File: src/rtl/matvec_pkg.sv
// Shared constants and types for the 3x3 matrix-vector controller slice.
// Holds the matrix dimension, memory address widths, datapath widths and the
// controller state enum so the controller, its interface and the datapath agree.
package matvec_pkg;

  // Matrix dimension: K*K matrix words, K vector words, K results per product.
  localparam int K        = 3;
  localparam int M_ADDR_W = $clog2(K * K);
  localparam int X_ADDR_W = $clog2(K);

  // Datapath widths (operand word and accumulated result).
  localparam int DATA_W   = 14;
  localparam int RESULT_W = 28;

  // Word counter range covers a full matrix-plus-vector transfer.
  localparam int W_MAX    = K * K + K - 1;
  localparam int W_W      = $clog2(W_MAX + 1);

  typedef enum logic [1:0] {
    S_LOAD,
    S_COMP,
    S_DRAIN,
    S_OUT
  } ctrl_state_t;

endpackage

File: src/rtl/matvec3_ctrl_if.sv
// Handshake and memory-control bundle between the matvec controller and its
// surroundings.
//   master : upstream/downstream side -- drives input_valid, new_matrix,
//            output_ready; observes everything else.
//   slave  : controller side -- drives input_ready, memory write/read controls,
//            accumulator controls and output_valid.
interface matvec3_ctrl_if;
  import matvec_pkg::*;

  logic                input_valid;
  logic                input_ready;
  logic                new_matrix;
  logic                m_wr_en;
  logic [M_ADDR_W-1:0] m_wr_addr;
  logic                x_wr_en;
  logic [X_ADDR_W-1:0] x_wr_addr;
  logic [M_ADDR_W-1:0] m_rd_addr;
  logic [X_ADDR_W-1:0] x_rd_addr;
  logic                acc_en;
  logic                acc_first;
  logic                output_valid;
  logic                output_ready;

  modport master (
    output input_valid, new_matrix, output_ready,
    input  input_ready, m_wr_en, m_wr_addr, x_wr_en, x_wr_addr,
           m_rd_addr, x_rd_addr, acc_en, acc_first, output_valid
  );

  modport slave (
    input  input_valid, new_matrix, output_ready,
    output input_ready, m_wr_en, m_wr_addr, x_wr_en, x_wr_addr,
           m_rd_addr, x_rd_addr, acc_en, acc_first, output_valid
  );

endinterface

File: src/rtl/matvec3_cnt.sv
// Wrap-around counter with synchronous clear and enable.
// Ports:
//   clk   : rising-edge clock
//   reset : synchronous, active-low reset (count returns to 0)
//   clr   : force count to 0 on the next edge (wins over en)
//   en    : advance count; wraps from MAX back to 0
//   count : current count value
module matvec3_cnt
  import matvec_pkg::*;
#(
  parameter int MAX   = 2,
  parameter int WIDTH = 2
) (
  input  logic             clk,
  input  logic             reset,
  input  logic             clr,
  input  logic             en,
  output logic [WIDTH-1:0] count
);

  logic [WIDTH-1:0] count_q;
  logic [WIDTH-1:0] count_d;

  always_comb begin
    count_d = count_q;
    if (clr) begin
      count_d = '0;
    end else if (en) begin
      count_d = (count_q == WIDTH'(MAX)) ? '0 : count_q + 1'b1;
    end
  end

  always_ff @(posedge clk) begin
    if (!reset) begin
      count_q <= '0;
    end else begin
      count_q <= count_d;
    end
  end

  assign count = count_q;

endmodule

File: src/rtl/matvec3_ctrl.sv
// Controller for a KxK matrix times K-vector engine.
// Loads matrix/vector words into memories, sequences the row reads and the
// accumulator, and presents one result per row with a valid/ready handshake.
// Ports:
//   clk   : rising-edge clock
//   reset : synchronous, active-low reset
//   bus   : slave side of matvec3_ctrl_if (input handshake, memory write and
//           read addresses, accumulator enables, output handshake)
module matvec3_ctrl #(
  parameter int K = matvec_pkg::K
) (
  input  logic           clk,
  input  logic           reset,
  matvec3_ctrl_if.slave  bus
);
  import matvec_pkg::*;

  localparam int MAT_WORDS = K * K;
  localparam int ALL_WORDS = K * K + K;

  ctrl_state_t         state_q, state_d;
  logic                mode_q, mode_d;
  logic                m_loaded_q, m_loaded_d;

  logic [W_W-1:0]      w;
  logic [X_ADDR_W-1:0] r;
  logic [X_ADDR_W-1:0] c;
  logic                w_en, w_clr, r_en, r_clr, c_en, c_clr;

  logic                accept;
  logic                mode_now;
  logic                last_word;
  logic                in_comp;

  matvec3_cnt #(.MAX(ALL_WORDS - 1), .WIDTH(W_W)) u_w_cnt (
    .clk(clk), .reset(reset), .clr(w_clr), .en(w_en), .count(w)
  );

  matvec3_cnt #(.MAX(K - 1), .WIDTH(X_ADDR_W)) u_r_cnt (
    .clk(clk), .reset(reset), .clr(r_clr), .en(r_en), .count(r)
  );

  matvec3_cnt #(.MAX(K - 1), .WIDTH(X_ADDR_W)) u_c_cnt (
    .clk(clk), .reset(reset), .clr(c_clr), .en(c_en), .count(c)
  );

  // Output decode. Everything is gated by reset so the block is silent while
  // reset is held low, whatever state the flops were in. The transfer mode is
  // taken live from new_matrix on the first word and from the latch afterwards.
  always_comb begin
    accept    = reset && (state_q == S_LOAD) && bus.input_valid;
    mode_now  = (w == '0) ? (bus.new_matrix || !m_loaded_q) : mode_q;
    last_word = mode_now ? (w == W_W'(ALL_WORDS - 1)) : (w == W_W'(K - 1));
    in_comp   = reset && (state_q == S_COMP);

    bus.input_ready  = reset && (state_q == S_LOAD);
    bus.m_wr_en      = accept && mode_now && (w < W_W'(MAT_WORDS));
    bus.x_wr_en      = accept && !(mode_now && (w < W_W'(MAT_WORDS)));
    bus.m_wr_addr    = bus.m_wr_en ? M_ADDR_W'(w) : '0;
    bus.x_wr_addr    = '0;
    if (bus.x_wr_en) begin
      bus.x_wr_addr = mode_now ? X_ADDR_W'(w - W_W'(MAT_WORDS)) : X_ADDR_W'(w);
    end

    bus.m_rd_addr    = in_comp ? (M_ADDR_W'(r) * M_ADDR_W'(K) + M_ADDR_W'(c)) : '0;
    bus.x_rd_addr    = in_comp ? c : '0;

    // The memories answer one cycle after the address, so the accumulator runs
    // one step behind the column counter; the drain cycle catches the last word.
    bus.acc_en       = (in_comp && (c != '0)) || (reset && (state_q == S_DRAIN));
    bus.acc_first    = in_comp && (c == X_ADDR_W'(1));
    bus.output_valid = reset && (state_q == S_OUT);
  end

  // Next-state and counter control.
  always_comb begin
    state_d    = state_q;
    mode_d     = mode_q;
    m_loaded_d = m_loaded_q;
    w_en       = 1'b0;
    w_clr      = 1'b0;
    r_en       = 1'b0;
    r_clr      = 1'b0;
    c_en       = 1'b0;
    c_clr      = 1'b0;

    case (state_q)
      S_LOAD: begin
        if (accept) begin
          w_en = 1'b1;
          if (w == '0) begin
            mode_d = mode_now;
          end
          if (mode_now && (w == W_W'(MAT_WORDS - 1))) begin
            m_loaded_d = 1'b1;
          end
          if (last_word) begin
            w_clr   = 1'b1;
            r_clr   = 1'b1;
            c_clr   = 1'b1;
            state_d = S_COMP;
          end
        end
      end
      S_COMP: begin
        c_en = 1'b1;
        if (c == X_ADDR_W'(K - 1)) begin
          state_d = S_DRAIN;
        end
      end
      S_DRAIN: begin
        state_d = S_OUT;
      end
      S_OUT: begin
        // r wraps to 0 after the last row, leaving it ready for the next transfer.
        if (bus.output_ready) begin
          r_en    = 1'b1;
          c_clr   = 1'b1;
          state_d = (r == X_ADDR_W'(K - 1)) ? S_LOAD : S_COMP;
        end
      end
      default: begin
        state_d = S_LOAD;
      end
    endcase
  end

  always_ff @(posedge clk) begin
    if (!reset) begin
      state_q    <= S_LOAD;
      mode_q     <= 1'b0;
      m_loaded_q <= 1'b0;
    end else begin
      state_q    <= state_d;
      mode_q     <= mode_d;
      m_loaded_q <= m_loaded_d;
    end
  end

endmodule

File: src/flat_wrapper.sv
// flat-port wrapper written by rule: the top's interface ports become plain ports
module matvec3_ctrl_flat import matvec_pkg::*;
#(
  parameter int K = matvec_pkg::K
)
  (clk, reset, bus_input_valid, bus_new_matrix, bus_output_ready, bus_input_ready, bus_m_wr_en, bus_m_wr_addr, bus_x_wr_en, bus_x_wr_addr, bus_m_rd_addr, bus_x_rd_addr, bus_acc_en, bus_acc_first, bus_output_valid);
  matvec3_ctrl_if bus_i ();
  input  logic clk;
  input  logic reset;
  input wire logic [$bits(bus_i.input_valid)-1:0] bus_input_valid;
  input wire logic [$bits(bus_i.new_matrix)-1:0] bus_new_matrix;
  input wire logic [$bits(bus_i.output_ready)-1:0] bus_output_ready;
  output wire logic [$bits(bus_i.input_ready)-1:0] bus_input_ready;
  output wire logic [$bits(bus_i.m_wr_en)-1:0] bus_m_wr_en;
  output wire logic [$bits(bus_i.m_wr_addr)-1:0] bus_m_wr_addr;
  output wire logic [$bits(bus_i.x_wr_en)-1:0] bus_x_wr_en;
  output wire logic [$bits(bus_i.x_wr_addr)-1:0] bus_x_wr_addr;
  output wire logic [$bits(bus_i.m_rd_addr)-1:0] bus_m_rd_addr;
  output wire logic [$bits(bus_i.x_rd_addr)-1:0] bus_x_rd_addr;
  output wire logic [$bits(bus_i.acc_en)-1:0] bus_acc_en;
  output wire logic [$bits(bus_i.acc_first)-1:0] bus_acc_first;
  output wire logic [$bits(bus_i.output_valid)-1:0] bus_output_valid;
  assign bus_i.input_valid = bus_input_valid;
  assign bus_i.new_matrix = bus_new_matrix;
  assign bus_i.output_ready = bus_output_ready;
  assign bus_input_ready = bus_i.input_ready;
  assign bus_m_wr_en = bus_i.m_wr_en;
  assign bus_m_wr_addr = bus_i.m_wr_addr;
  assign bus_x_wr_en = bus_i.x_wr_en;
  assign bus_x_wr_addr = bus_i.x_wr_addr;
  assign bus_m_rd_addr = bus_i.m_rd_addr;
  assign bus_x_rd_addr = bus_i.x_rd_addr;
  assign bus_acc_en = bus_i.acc_en;
  assign bus_acc_first = bus_i.acc_first;
  assign bus_output_valid = bus_i.output_valid;
  matvec3_ctrl #(.K(K)) u_core (.clk(clk), .reset(reset), .bus(bus_i));
endmodule
File: config.mk
export PLATFORM = sky130hd
export DESIGN_NAME = matvec3_ctrl_flat
export DESIGN_NICKNAME = d
export VERILOG_FILES = /design/src/rtl/matvec_pkg.sv /design/src/rtl/matvec3_ctrl_if.sv /design/src/rtl/matvec3_cnt.sv /design/src/rtl/matvec3_ctrl.sv /design/src/flat_wrapper.sv
export SDC_FILE = /design/constraint.sdc
export NUM_CORES = 1
export LEC_CHECK = 0
export BUFFER_PORTS_ARGS = -buffer_cell sky130_fd_sc_hd__buf_4
export CAP_MARGIN = 20
export CORE_MARGIN = 2
export CORE_UTILIZATION = 43
export DETAILED_ROUTE_END_ITERATION = 10
export PLACE_DENSITY_LB_ADDON = 0.08
export SLEW_MARGIN = 0
export SYNTH_ARGS = -nofsm -noshare
export SYNTH_HDL_FRONTEND = slang
export SYNTH_HIERARCHICAL = 1
export SYNTH_SLANG_ARGS = --single-unit
File: constraint.sdc
create_clock -name clk -period 2 [get_ports clk]
set_input_delay 0.2 -clock clk [delete_from_list [all_inputs] [get_ports clk]]
set_output_delay 0.2 -clock clk [all_outputs]
set_load 0.005 [all_outputs]
==> summary.txt <==
Status -> finished, violations left
Failing checks -> setup timing
Post-synthesis sequential area ratio -> 0.239
Count leader, synth -> inv_1
Hold depth -> 3
Peak supply drop -> 0.479 mV
I/O Pins -> 23
Vias in the first global route -> 956
CP peak stage delay -> 340 ps
Grt ovf -> 0
Final ANT Viol Nets -> 0
# DRC -> 0
RSZ-0062 raised after global routing -> yes
Max Cap Violations -> 0
Post-Synth XOR/XNOR Area -> 0.0511
Clock Skew -> 5.65 ps
Worst-skew pair later-pin latency -> 280 ps
TNS Setup -> -1340 ps
Clock transition at path regs -> 80 ps
Compound-gate portion of the synthesized area -> 0.157
Routed length per instance -> 15.0 um
Max-slew violations -> 0
# fillers -> 168
Post-synthesis adder-cell area fraction -> 0.177
Unique masters post-synth -> 40
Pre-CTS setup slack -> 55.3 ps
Num rows -> 17
CP arrival -> 2010 ps
Final Hold Vio Count -> 0
Die area -> 2740 um2
Die Span X -> 52.3 um
Standby leakage power -> 0.741 nW
Startpoint types -> flip-flop
Worst slew margin -> 0.624
CTS tree -> done
Vias per inst -> 5.18
Starting DRT DRC Count -> 19
Syn. warnings -> 6
Setup WS post-layout -> -209 ps
Root Buffer -> clkbuf_4
Via count of the routed design -> 994
Clock sink count -> 12
Ys flop type -> dfxtp_1
Largest family of logic cells by synthesized area -> simple AND/OR/NAND/NOR gates
Drt first pass iters -> 4
Area contributors post-synth -> dfxtp_1 (24%), ha_1 (14%), inv_1 (5.6%)
Power Density -> 490 nW/um2
Final nets -> 183
Slowest-stage cell, CP -> dfxtp_2
Mapped Area -> 1000 um2
Post-synth top cells -> inv_1 (15), dfxtp_1 (12), ha_1 (11), nor2_1 (11)
Layout area overhead -> 61.6%
Worst Path Buf+Inv -> 4
Nature of the critical path endpoint -> primary output
Synth async-reset ratio -> 0
Initial core utilization -> 0.454
Crit-path cells -> inv_1, ha_1, and2_2, nand2_2, inv_2, buf_6, nand2_4, a211oi_2, buf_4
Total GRT Usage -> 0.216
Mapped Avg Cell Area -> 8.58 um2
Synth top area share -> 0.239
Seq cells post-synth -> 12
Final setup fails -> 13
Fmax -> 0.453 GHz
Core area -> 2210 um2
Mux share of post-synthesis cell area -> 0.0349
Worst min-delay path class -> in2reg
Crit path required time -> 1800 ps
Share of cells above drive strength 1 -> 0.567
FF-to-FF path depth -> 11
Final wirelength -> 2880 um
Crit path time final -> 2210 ps
Detailed Place HPWL -> 1850 um
Post-Syn Nets -> 135
Post-synthesis cell count -> 117
Critical path peak fanout -> 8
Initial antenna violation count -> 0
Max Buffers Root-to-Sink -> 2
CP top delay family -> buffers and inverters
Antenna diode count -> 0
Synth Area in Simple Gates -> 0.281
H-tree lvl count -> 1
CTS buffer count -> 3
Critical path class -> reg2out
Leading area contributor after synthesis -> dfxtp_1
Crit. path cell count -> 9
GPL Wtd Cong -> 0.905
Global-route wire length before repair -> 4320 um
Post-synth EDFFs -> 0
Die Span Y -> 52.3 um
Actual slew at the worst max-slew pin -> 549 ps
# port buffers -> 22
Fin crit share -> 1.10
Hold Buf Count CTS -> 0
Largest net degree at the start of global routing -> 17
-- state kept, by name (all words and copies together), names as in the netlist --
signal	count
u_core/u_w_cnt/count	4
u_core/state_q	2
u_core/u_c_cnt/count	2
u_core/u_r_cnt/count	2
u_core/m_loaded_q	1
u_core/mode_q	1
-- cells in the final DEF (no fill, tap or decap), types with 3 or more instances in the layout --
| master | synthesis | routed |
|---|---|---|
| dfxtp_2 | 0 | 5 |
| dfxtp_1 | 12 | 7 |
| nand2b_1 | 7 | 5 |
| inv_1 | 15 | 10 |
| a21oi_2 | 2 | 5 |
| inv_2 | 0 | 5 |
| buf_6 | 0 | 11 |
| and3_1 | 7 | 6 |
| clkbuf_4 | 0 | 3 |
| buf_4 | 0 | 33 |
| ha_1 | 11 | 9 |
| nor2_1 | 11 | 8 |
-- path summary, 6_finish.rpt --
| kind | start | end | slack, ps |
|---|---|---|---|
| setup / recovery | u_core/state_q[0] | bus_x_wr_addr[1] | -210 |
| hold / removal | reset | u_core/u_c_cnt/count[1] | 260 |
| setup reg to reg | u_core/u_w_cnt/count[0] | u_core/u_c_cnt/count[0] | -100 |
| hold reg to reg | u_core/m_loaded_q | u_core/m_loaded_q | 480 |
-- metal layers --
metal,global-route usage,up-vias,share of wire
met5,0,-,0
met4,0.0684,0,0.012
met3,0.0629,6,0.024
met2,0.350,14,0.51
met1,0.272,481,0.45
li1,-,493,-
-- kinds of logic (layout without fill, tap and decap cells) --
logic type                 count (synthesis)  after routing
adders and majority gates                 13             13
DFF                                       12             12
AOI/OAI and AO/OA                         19             19
buffers and inverters                     16             63
muxes                                      3              3
xor gates and xnor gates                   5              5
and+or+nand+nor                           49             49
-- layout make-up --
class,count,area [um2],share of cell area
inverters,15,56.3,0.0347
repair buffers,44,372,0.229
flip-flops and latches,12,246,0.152
multi-input cells,89,876,0.540
clock buffers,4,36.3,0.0224
well taps,28,35.0,0.0216
-- tightest hold or removal path: stages --
cell      delay [ps]
buf_4            180
nand2b_4         100
a21oi_2           30
-- metrics by stage --
| stage | total power (W) | cell area [um2] | utilization | instances | hold slack (ps) |
|---|---|---|---|---|---|
| floorplan | 0.000400 | 1020 | - | 117 | 353 |
| global placement | 0.000479 | 1340 | 0.604 | 182 | 488 |
| detailed placement | 0.000483 | 1340 | 0.604 | 182 | 463 |
| CTS | 0.000736 | 1510 | 0.682 | 191 | 268 |
| global route | 0.000839 | 1620 | 0.733 | 192 | 247 |
| finish | 0.000794 | 1620 | 0.733 | 192 | 259 |
-- repair_timing --
| action | 4_1_cts | 5_1_grt |
|---|---|---|
| gates resized for setup | 29 | 22 |
| endpoints found under the setup margin | 10 | 20 |
| pin swaps | 12 | 8 |
| buffers inserted | 5 | 1 |
-- power breakdown --
part	internal [W]	switching [W]
registers	0.000252	0.0000127
clock network	0.000111	0.0000887
logic	0.000171	0.000159
(Power assumes the default switching activity.)
